===== config.mk =====
export PLATFORM = sky130hd
export DESIGN_NAME = mtl_lcd_tx
export DESIGN_NICKNAME = d
export VERILOG_FILES = /design/src/rtl/mtl_lcd_pkg.sv /design/src/rtl/mtl_lcd_tx_palette.sv /design/src/rtl/mtl_lcd_tx.sv
export SDC_FILE = /design/constraint.sdc
export NUM_CORES = 1
export LEC_CHECK = 0
export ABC_CLOCK_PERIOD_IN_PS = 2400
export BUFFER_PORTS_ARGS = -buffer_cell sky130_fd_sc_hd__buf_2
export CORE_ASPECT_RATIO = 1.75
export CORE_UTILIZATION = 54
export CTS_CLUSTER_SIZE = 14
export DETAILED_ROUTE_END_ITERATION = 12
export GPL_TIMING_DRIVEN = 0
export PLACE_DENSITY_LB_ADDON = 0.3
export SLEW_MARGIN = 20
export SYNTH_ARGS = -nofsm -noshare
export SYNTH_HDL_FRONTEND = slang
export SYNTH_SLANG_ARGS = --single-unit

===== constraint.sdc =====
create_clock -name i_clk -period 2.4 [get_ports i_clk]
set_input_delay 0.48 -clock i_clk [delete_from_list [all_inputs] [get_ports i_clk]]
set_output_delay 0.48 -clock i_clk [all_outputs]
set_load 0.05 [all_outputs]

===== src/rtl/mtl_lcd_pkg.sv =====
// Shared timing constants, pixel types and the NES master palette for the MTL LCD transmitter.
package mtl_lcd_pkg;

  localparam int unsigned H_TOTAL     = 1056;
  localparam int unsigned V_TOTAL     = 525;
  localparam int unsigned HSYNC_W     = 30;
  localparam int unsigned VSYNC_W     = 13;
  localparam int unsigned H_ACT_START = 50;
  localparam int unsigned V_ACT_START = 23;
  localparam int unsigned H_ACT       = 800;
  localparam int unsigned V_ACT       = 480;
  localparam int unsigned IMG_X0      = 144;
  localparam int unsigned IMG_W       = 512;
  localparam logic [5:0]  BORDER_IDX  = 6'h0F;

  typedef logic [23:0] rgb24_t;

  // Panel control flags that travel down the pipeline alongside the pixel.
  typedef struct packed {
    logic de;
    logic hsd;
    logic vsd;
    logic fs;
  } ctl_t;

  localparam ctl_t CTL_IDLE = '{de: 1'b0, hsd: 1'b1, vsd: 1'b1, fs: 1'b0};

  localparam rgb24_t NES_PALETTE [64] = '{
    24'h666666, 24'h002A88, 24'h1412A7, 24'h3B00A4, 24'h5C007E, 24'h6E0040, 24'h6C0600, 24'h561D00,
    24'h333500, 24'h0B4800, 24'h005200, 24'h004F08, 24'h00404D, 24'h000000, 24'h000000, 24'h000000,
    24'hADADAD, 24'h155FD9, 24'h4240FF, 24'h7527FE, 24'hA01ACC, 24'hB71E7B, 24'hB53120, 24'h994E00,
    24'h6B6D00, 24'h388700, 24'h0C9300, 24'h008F32, 24'h007C8D, 24'h000000, 24'h000000, 24'h000000,
    24'hFFFEFF, 24'h64B0FF, 24'h9290FF, 24'hC676FF, 24'hF36AFF, 24'hFE6ECC, 24'hFE8170, 24'hEA9E22,
    24'hBCBE00, 24'h88D800, 24'h5CE430, 24'h45E082, 24'h48CDDE, 24'h4F4F4F, 24'h000000, 24'h000000,
    24'hFFFEFF, 24'hC0DFFF, 24'hD3D2FF, 24'hE8C8FF, 24'hFBC2FF, 24'hFEC4EA, 24'hFECCC5, 24'hF7D8A5,
    24'hE4E594, 24'hCFEF96, 24'hBDF4AB, 24'hB3F3CC, 24'hB5EBF2, 24'hB8B8B8, 24'h000000, 24'h000000
  };

endpackage


===== src/rtl/mtl_lcd_tx_palette.sv =====
// Registered NES palette lookup; its output register is the final RGB pipeline stage.
module nes_palette_rom
  import mtl_lcd_pkg::*;
(
  input  logic       i_clk,
  input  logic       i_rstn,
  input  logic [5:0] i_idx,
  output rgb24_t     o_rgb
);

  rgb24_t rgb_q;

  always_ff @(posedge i_clk or negedge i_rstn) begin
    if (!i_rstn) rgb_q <= '0;
    else         rgb_q <= NES_PALETTE[i_idx];
  end

  assign o_rgb = rgb_q;

endmodule


===== src/rtl/mtl_lcd_tx.sv =====
// MTL 800x480 panel timing generator with 2x-scaled NES frame buffer fetch and palette conversion.
module mtl_lcd_tx
  import mtl_lcd_pkg::*;
(
  input  logic        i_clk,
  input  logic        i_rstn,
  output logic        o_rd_en,
  output logic [15:0] o_rd_addr,
  input  logic [5:0]  i_rd_idx,
  output logic        o_hsd,
  output logic        o_vsd,
  output logic        o_de,
  output logic [7:0]  o_r,
  output logic [7:0]  o_g,
  output logic [7:0]  o_b,
  output logic        o_frame_start,
  output logic        o_vblank
);

  localparam logic [10:0] H_LAST   = 11'(H_TOTAL - 1);
  localparam logic [9:0]  V_LAST   = 10'(V_TOTAL - 1);
  localparam logic [10:0] HS_END   = 11'(HSYNC_W);
  localparam logic [9:0]  VS_END   = 10'(VSYNC_W);
  localparam logic [10:0] HA_START = 11'(H_ACT_START);
  localparam logic [10:0] HA_END   = 11'(H_ACT_START + H_ACT);
  localparam logic [9:0]  VA_START = 10'(V_ACT_START);
  localparam logic [9:0]  VA_END   = 10'(V_ACT_START + V_ACT);
  localparam logic [10:0] IMG_S    = 11'(H_ACT_START + IMG_X0);
  localparam logic [10:0] IMG_E    = 11'(H_ACT_START + IMG_X0 + IMG_W);

  logic [10:0] h_cnt_q, h_cnt_d;
  logic [9:0]  v_cnt_q, v_cnt_d;

  always_comb begin
    h_cnt_d = h_cnt_q + 11'd1;
    v_cnt_d = v_cnt_q;
    if (h_cnt_q == H_LAST) begin
      h_cnt_d = '0;
      v_cnt_d = (v_cnt_q == V_LAST) ? '0 : v_cnt_q + 10'd1;
    end
  end

  always_ff @(posedge i_clk or negedge i_rstn) begin
    if (!i_rstn) begin
      h_cnt_q <= '0;
      v_cnt_q <= '0;
    end else begin
      h_cnt_q <= h_cnt_d;
      v_cnt_q <= v_cnt_d;
    end
  end

  logic        h_act, v_act, img_raw;
  logic [10:0] img_x;
  logic [9:0]  img_y;
  logic [15:0] rd_addr_d;
  ctl_t        ctl_raw;

  always_comb begin
    h_act       = (h_cnt_q >= HA_START) && (h_cnt_q < HA_END);
    v_act       = (v_cnt_q >= VA_START) && (v_cnt_q < VA_END);
    ctl_raw.de  = h_act && v_act;
    ctl_raw.hsd = (h_cnt_q >= HS_END);
    ctl_raw.vsd = (v_cnt_q >= VS_END);
    ctl_raw.fs  = (h_cnt_q == '0) && (v_cnt_q == '0);
    img_raw     = ctl_raw.de && (h_cnt_q >= IMG_S) && (h_cnt_q < IMG_E);
    img_x       = h_cnt_q - IMG_S;
    img_y       = v_cnt_q - VA_START;
    rd_addr_d   = {8'(img_y >> 1), 8'(img_x >> 1)};
  end

  assign o_vblank = !v_act;

  logic        rd_en_q, img2_q;
  logic [15:0] rd_addr_q;
  ctl_t        ctl1_q, ctl2_q, ctl3_q;

  // Control flags take three register stages so they land with the palette register's output.
  always_ff @(posedge i_clk or negedge i_rstn) begin
    if (!i_rstn) begin
      rd_en_q   <= 1'b0;
      rd_addr_q <= '0;
      img2_q    <= 1'b0;
      ctl1_q    <= CTL_IDLE;
      ctl2_q    <= CTL_IDLE;
      ctl3_q    <= CTL_IDLE;
    end else begin
      rd_en_q <= img_raw;
      if (img_raw) rd_addr_q <= rd_addr_d;
      img2_q  <= rd_en_q;
      ctl1_q  <= ctl_raw;
      ctl2_q  <= ctl1_q;
      ctl3_q  <= ctl2_q;
    end
  end

  logic [5:0] sel_idx;
  rgb24_t     rom_rgb, pix_rgb;

  assign sel_idx = img2_q ? i_rd_idx : BORDER_IDX;

  nes_palette_rom u_rom (
    .i_clk  (i_clk),
    .i_rstn (i_rstn),
    .i_idx  (sel_idx),
    .o_rgb  (rom_rgb)
  );

  assign pix_rgb       = ctl3_q.de ? rom_rgb : '0;
  assign o_rd_en       = rd_en_q;
  assign o_rd_addr     = rd_addr_q;
  assign o_hsd         = ctl3_q.hsd;
  assign o_vsd         = ctl3_q.vsd;
  assign o_de          = ctl3_q.de;
  assign o_frame_start = ctl3_q.fs;
  assign o_r           = pix_rgb[23:16];
  assign o_g           = pix_rgb[15:8];
  assign o_b           = pix_rgb[7:0];

endmodule

After elaboration in Yosys (flattened, before gate mapping)

Memory sizes are Yosys's and may differ from the RTL's. A register that Yosys moved wholly into a read port is not among the register bits.
Cells that the tools add are included.

Word-level logic and storage cells: 47
Memories: 1
Output and inout bits: 46
Register bits: 51
ROM bits: 1,536

Memories:

| memory          | words | bits a word | rd ports | clocked after Yosys merged registers in | write ports | line                     | source |
|---|---|---|---|---|---|---|---|
| (no name shown) | 64    | 24          | 1        | 1                                       | 0           | mtl_lcd_tx_palette.sv:15 | `else rgb_q <= NES_PALETTE[i_idx];` |

Bitwise gates (word level): 1
Add/sub/neg operators: 4
Equal/unequal tests: 2
$lt $le $gt $ge: 8
Mux-type cells: 4
Reductions and logical operators: 10

Operators by type and width:

| cell                  | count |
|---|---|
| $mux 24               | 1 |
| $lt 11x10->1 const B  | 2 |
| $add 11x1->11 const B | 1 |
| $eq 11x11->1 const B  | 1 |
| $ge 11x5->1 const B   | 1 |
| $ge 11x6->1 const B   | 1 |
| $ge 11x8->1 const B   | 1 |
| $logic_not 11->1      | 1 |
| $mux 11               | 1 |
| $add 10x1->10 const B | 1 |
| $eq 10x10->1 const B  | 1 |
| $ge 10x4->1 const B   | 1 |
| $ge 10x5->1 const B   | 1 |
| $logic_not 10->1      | 1 |
| $lt 10x9->1 const B   | 1 |
| $mux 10               | 1 |
| $sub 9x5->9 const B   | 1 |
| $sub 9x8->9 const B   | 1 |
| $not 6->7             | 1 |
| $logic_and 1x1->1     | 6 |
| $mux 6                | 1 |
| $logic_not 1->1       | 2 |

Longest topological paths before layout

Depth after elaboration: 5
Depth in mapped cells: 12
Depth with buffers taken out: 10

Hierarchy

From an unflattened synthesis, not the netlist that was laid out.

Cell total of the unflattened synthesis: 599
Area total of the unflattened synthesis: 5,286.3 um^2

Modules (own cells, without submodules):

| module          | seq. area each (um^2) | cells each | area an instance (um^2) | times used |
|---|---|---|---|---|
| mtl_lcd_tx      | 1,283.7               | 255        | 2,675.1                 | 1 |
| nes_palette_rom | 600.6                 | 344        | 2,611.3                 | 1 |

Worst setup path before layout

No wires, ideal clock.

Path kind: register to register
From: register v_cnt_q[0]
To: register rd_addr_q[10] (netlist: o_rd_addr[10])
Library setup time: 0.125 ns
Required time: 2.275 ns
Slack: -0.181 ns
Data arrival time: 2.456 ns
Period minus slack after synthesis: 2.581 ns
Stages on the path, launching flop included: 8
Cells stage by stage: dfrtp_1 ha_1 a21oi_2 o311ai_2 nor4_4 nand3b_4 buf_6 mux2_4

RTL lines:

| element                | line             | source |
|---|---|---|
| start, declared        | mtl_lcd_tx.sv:32 | `logic [9:0] v_cnt_q, v_cnt_d;` |
| start signal, assigned | mtl_lcd_tx.sv:49 | `v_cnt_q <= v_cnt_d;` |
| end signal, assigned   | mtl_lcd_tx.sv:89 | `if (img_raw) rd_addr_q <= rd_addr_d;` |
| end, declared          | mtl_lcd_tx.sv:75 | `logic [15:0] rd_addr_q;` |

Worst setup path in the final report

From: input port i_rd_idx[0]
To: register u_rom.rgb_q[3] (netlist: u_rom.o_rgb[3])

Word-level cells in the longest chain between the ends: 2

Ends and longest elaborated chain:

| element                         | line                     | source |
|---|---|---|
| start, declared                 | mtl_lcd_tx.sv:9          | `input logic [5:0] i_rd_idx,` |
| $mux 6                          | mtl_lcd_tx.sv:100        | `assign sel_idx = img2_q ? i_rd_idx : BORDER_IDX;` |
| $not 6->7 (not written as such) | mtl_lcd_tx_palette.sv:15 |  |
| end, declared                   | mtl_lcd_tx_palette.sv:11 | `rgb24_t rgb_q;` |

No other way between the ends.
A chain may end at the register's enable or synchronous reset.

==> results.json <==
{
  "outcome": "complete, but fails checks",
  "failed_checks": "negative setup slack",
  "crit_path_start_kind": "input pin",
  "dr.pass1.iters": 8,
  "core_area_um2": 9530,
  "p_int_mw": 2.06,
  "grt_max_degree": 45,
  "max_stage_delay_ns": 0.32,
  "p_leak_nw": 3.01,
  "cp-end-kind": "flop",
  "p_sw_uw": 850,
  "post-route-util": 0.667,
  "die_h_um": 134,
  "avgSynthCellArea_um2": 8.23,
  "io_buffers": 50,
  "grt_overflow": 0,
  "syn-num-nets": 682,
  "avgViaCountPerCell": 6.84,
  "netlist.area_leader.share": 0.322,
  "clock_path_buffers": 2,
  "gp_congestion": 1.09,
  "track_usage": 0.439,
  "synth-async-reset-ratio": 1.00,
  "r2r_slack_ns": -0.05,
  "power_mw": 2.91,
  "seq_area_frac_synth": 0.352,
  "yosysMostFrequentCell": "nand2_1",
  "ys_seq_elements": 75,
  "worstSkewPairLatency_ns": 0.35,
  "peakVddDrop_mv": 0.402,
  "fin_tns_setup_ns": -0.0635,
  "grt_setup_unrepaired": "yes",
  "grt_use_met2": 0.726,
  "crit_slowest_cell": "a211o_1",
  "route.detailed.drc": 0,
  "htree_num_levels": 3,
  "p_seq_frac": 0.435,
  "worst_ep_required_time_ns": 2.63,
  "report.final.hold_viol_count": 0,
  "dpl.hpwl_mm": 15.5,
  "yosysUniqueCellTypes": 67,
  "power_density_nw_per_um2": 457,
  "path_max_fanout": 10,
  "fp.dieArea_um2": 10300,
  "vias": 5811,
  "wl_per_cell_um": 25.9,
  "nNetsFinal": 753,
  "diodes": 0,
  "slew_headroom": 0.502,
  "cts_inserted_buffers": 9,
  "grt-busiest-layer": "met2",
  "tightest_slew_ns": 0.745,
  "combPwrFrac": 0.100,
  "cp-startpoint": "i_rd_idx[0]",
  "drt_iter0_markers": 967,
  "synthCells": 651,
  "clock.fmax_mhz": 407,
  "start_util": 0.562,
  "grt_pass1_vias": 5660,
  "io_pins": 54,
  "setup_ws_ns": -0.0588,
  "die_w_um": 77.3,
  "wl_mm": 22.0,
  "ys.warnings.count": 0,
  "worstPathArrival_ns": 2.69,
  "synth_top_area_cell": "dfrtp_1",
  "critPathKind": "input pin to flop",
  "synth-edff-count": 0,
  "pre_cts_slack_ns": -1.20,
  "cts_tree": "yes",
  "fin_crit_ns": 2.46,
  "rr_startpoint": "img2_q$_DFF_PN0_",
  "grt_pass1_wl_mm": 33.0,
  "max_cap_violations": 0,
  "synth.area.top_cells": "dfrtp_1 (32%), o21ai_0 (5.6%), ha_1 (5.4%)",
  "antenna_found_initial": 0,
  "drtAntennaViolNets": 0,
  "switching_share": 0.293,
  "clkPwrFrac": 0.464,
  "synth_common_cells": "nand2_1 (74), dfrtp_1 (69), o21ai_0 (60), a21oi_1 (53), nor2_1 (49)",
  "setup_violations": 2,
  "finalClockSkew_ns": 0.00600,
  "hold_class": "input pin to asynchronous set/reset pin",
  "cp_cell_sequence": "clkbuf_2 > clkbuf_4 > nor2_4 > inv_1 > ha_1 > clkbuf_4 > nand2_1 > nor3b_2 > a211oi_2 > a211o_1 > a21oi_1 > a21oi_1",
  "rows": 47,
  "timing.final.crit_share": 1.02,
  "ys.flop_type": "dfrtp_1",
  "clk_pin_slew_worst_paths_ns": 0.07,
  "drive_gt1_frac": 0.224,
  "cts_sinks": 75,
  "grt_util_met3": 0.127,
  "drv_slew": 0,
  "synthesis.area_um2": 5360,
  "grt_util_met1": 0.441,
  "area_growth_pct": 18.7,
  "cts_root_buffer": "clkbuf_16"
}
worst max-delay path: cells and delay by family:
kind / cells / cell delay (ns)
adders and majority gates: 1 / 0.21
buffers and inverters: 4 / 0.77
AOI/OAI and AO/OA: 4 / 0.66
and+or+nand+nor: 3 / 0.57
power groups by stage:
stage / clock [mW] / sequential (mW) / combinational [mW]
2_1_floorplan: 0 / 1.29 / 0.145
3_3_place_gp: 0 / 1.29 / 0.262
5_1_grt: 1.39 / 1.26 / 0.300
4_1_cts: 1.34 / 1.26 / 0.262
6_report: 1.35 / 1.26 / 0.292
3_5_place_dp: 0 / 1.29 / 0.259
cell usage in the layout (no fill, tap or decap), drive strengths merged, types with 17 or more instances in the layout:
cell type  count
buf           77
clkbuf        50
nor2          49
a21oi         54
inv           25
nand2         74
dfrtp         69
o21ai         60
and2          29
ha            23
nand3         17
repair_timing:
action,in CTS,in global routing
pin swaps,4,3
setup endpoints to repair,41,25
hold buffers,0,0
cloned,0,0
buffers inserted,8,7
gates resized for setup,32,31
layout make-up:
class | instances | area, µm²
tap | 122 | 153
sequential | 75 | 1890
fill | 839 | 3170
clock inverter | 7 | 57.6
buffer | 52 | 231
timing repair buffer | 66 | 388
clock buffer | 9 | 225
inverter | 24 | 96.3
multi-input combinational | 494 | 3320
path summary, 6_finish.rpt:
| check | cells after the start | endpoint |
|---|---|---|
| max | 12 | u_rom.o_rgb[3]$_DFF_PN0_ |
| min | 1 | u_rom.o_rgb[16]$_DFF_PN0_ |
| max reg2reg | 12 | u_rom.o_rgb[3]$_DFF_PN0_ |
| min reg2reg | 0 | o_de$_DFF_PN0_ |
| max in group asynchronous | 2 | ctl1_q[2]$_DFF_PN1_ |
| min in group i_clk | 0 | o_de$_DFF_PN0_ |
cells by family after synthesis:
family	after synthesis	share of synthesized area
buffers and inverters	82	0.0605
adder cells (fa/ha/maj)	23	0.0537
AND/OR/NAND/NOR	225	0.207
AO/OA/AOI/OAI	198	0.233
XOR/XNOR	24	0.0393
multiplexers	24	0.0542
flip-flops	75	0.352
flip-flops by register name, summed over array words and instances (netlist names), 4 cells and up:
name,count
o_rd_addr,16
u_rom.o_rgb,24
ctl1_q,4
v_cnt_q,10
h_cnt_q,11
ctl2_q,4
metal layers:
layer  up-vias  wire [µm]
met5         -          0
met4         0       2210
met3       178       2090
met2       508      10700
met1      2692       7020
li1       2433          -
stage by stage:
stage	hold WS (ns)	area [µm²]	std cells
after detailed placement	0.337	5800	824
after floorplan	0.184	5370	651
after global placement	0.334	5770	823
after global routing	0.0974	6360	849
final	0.0651	6360	849
after CTS	0.0795	6220	842
(Power assumes the default switching activity.)
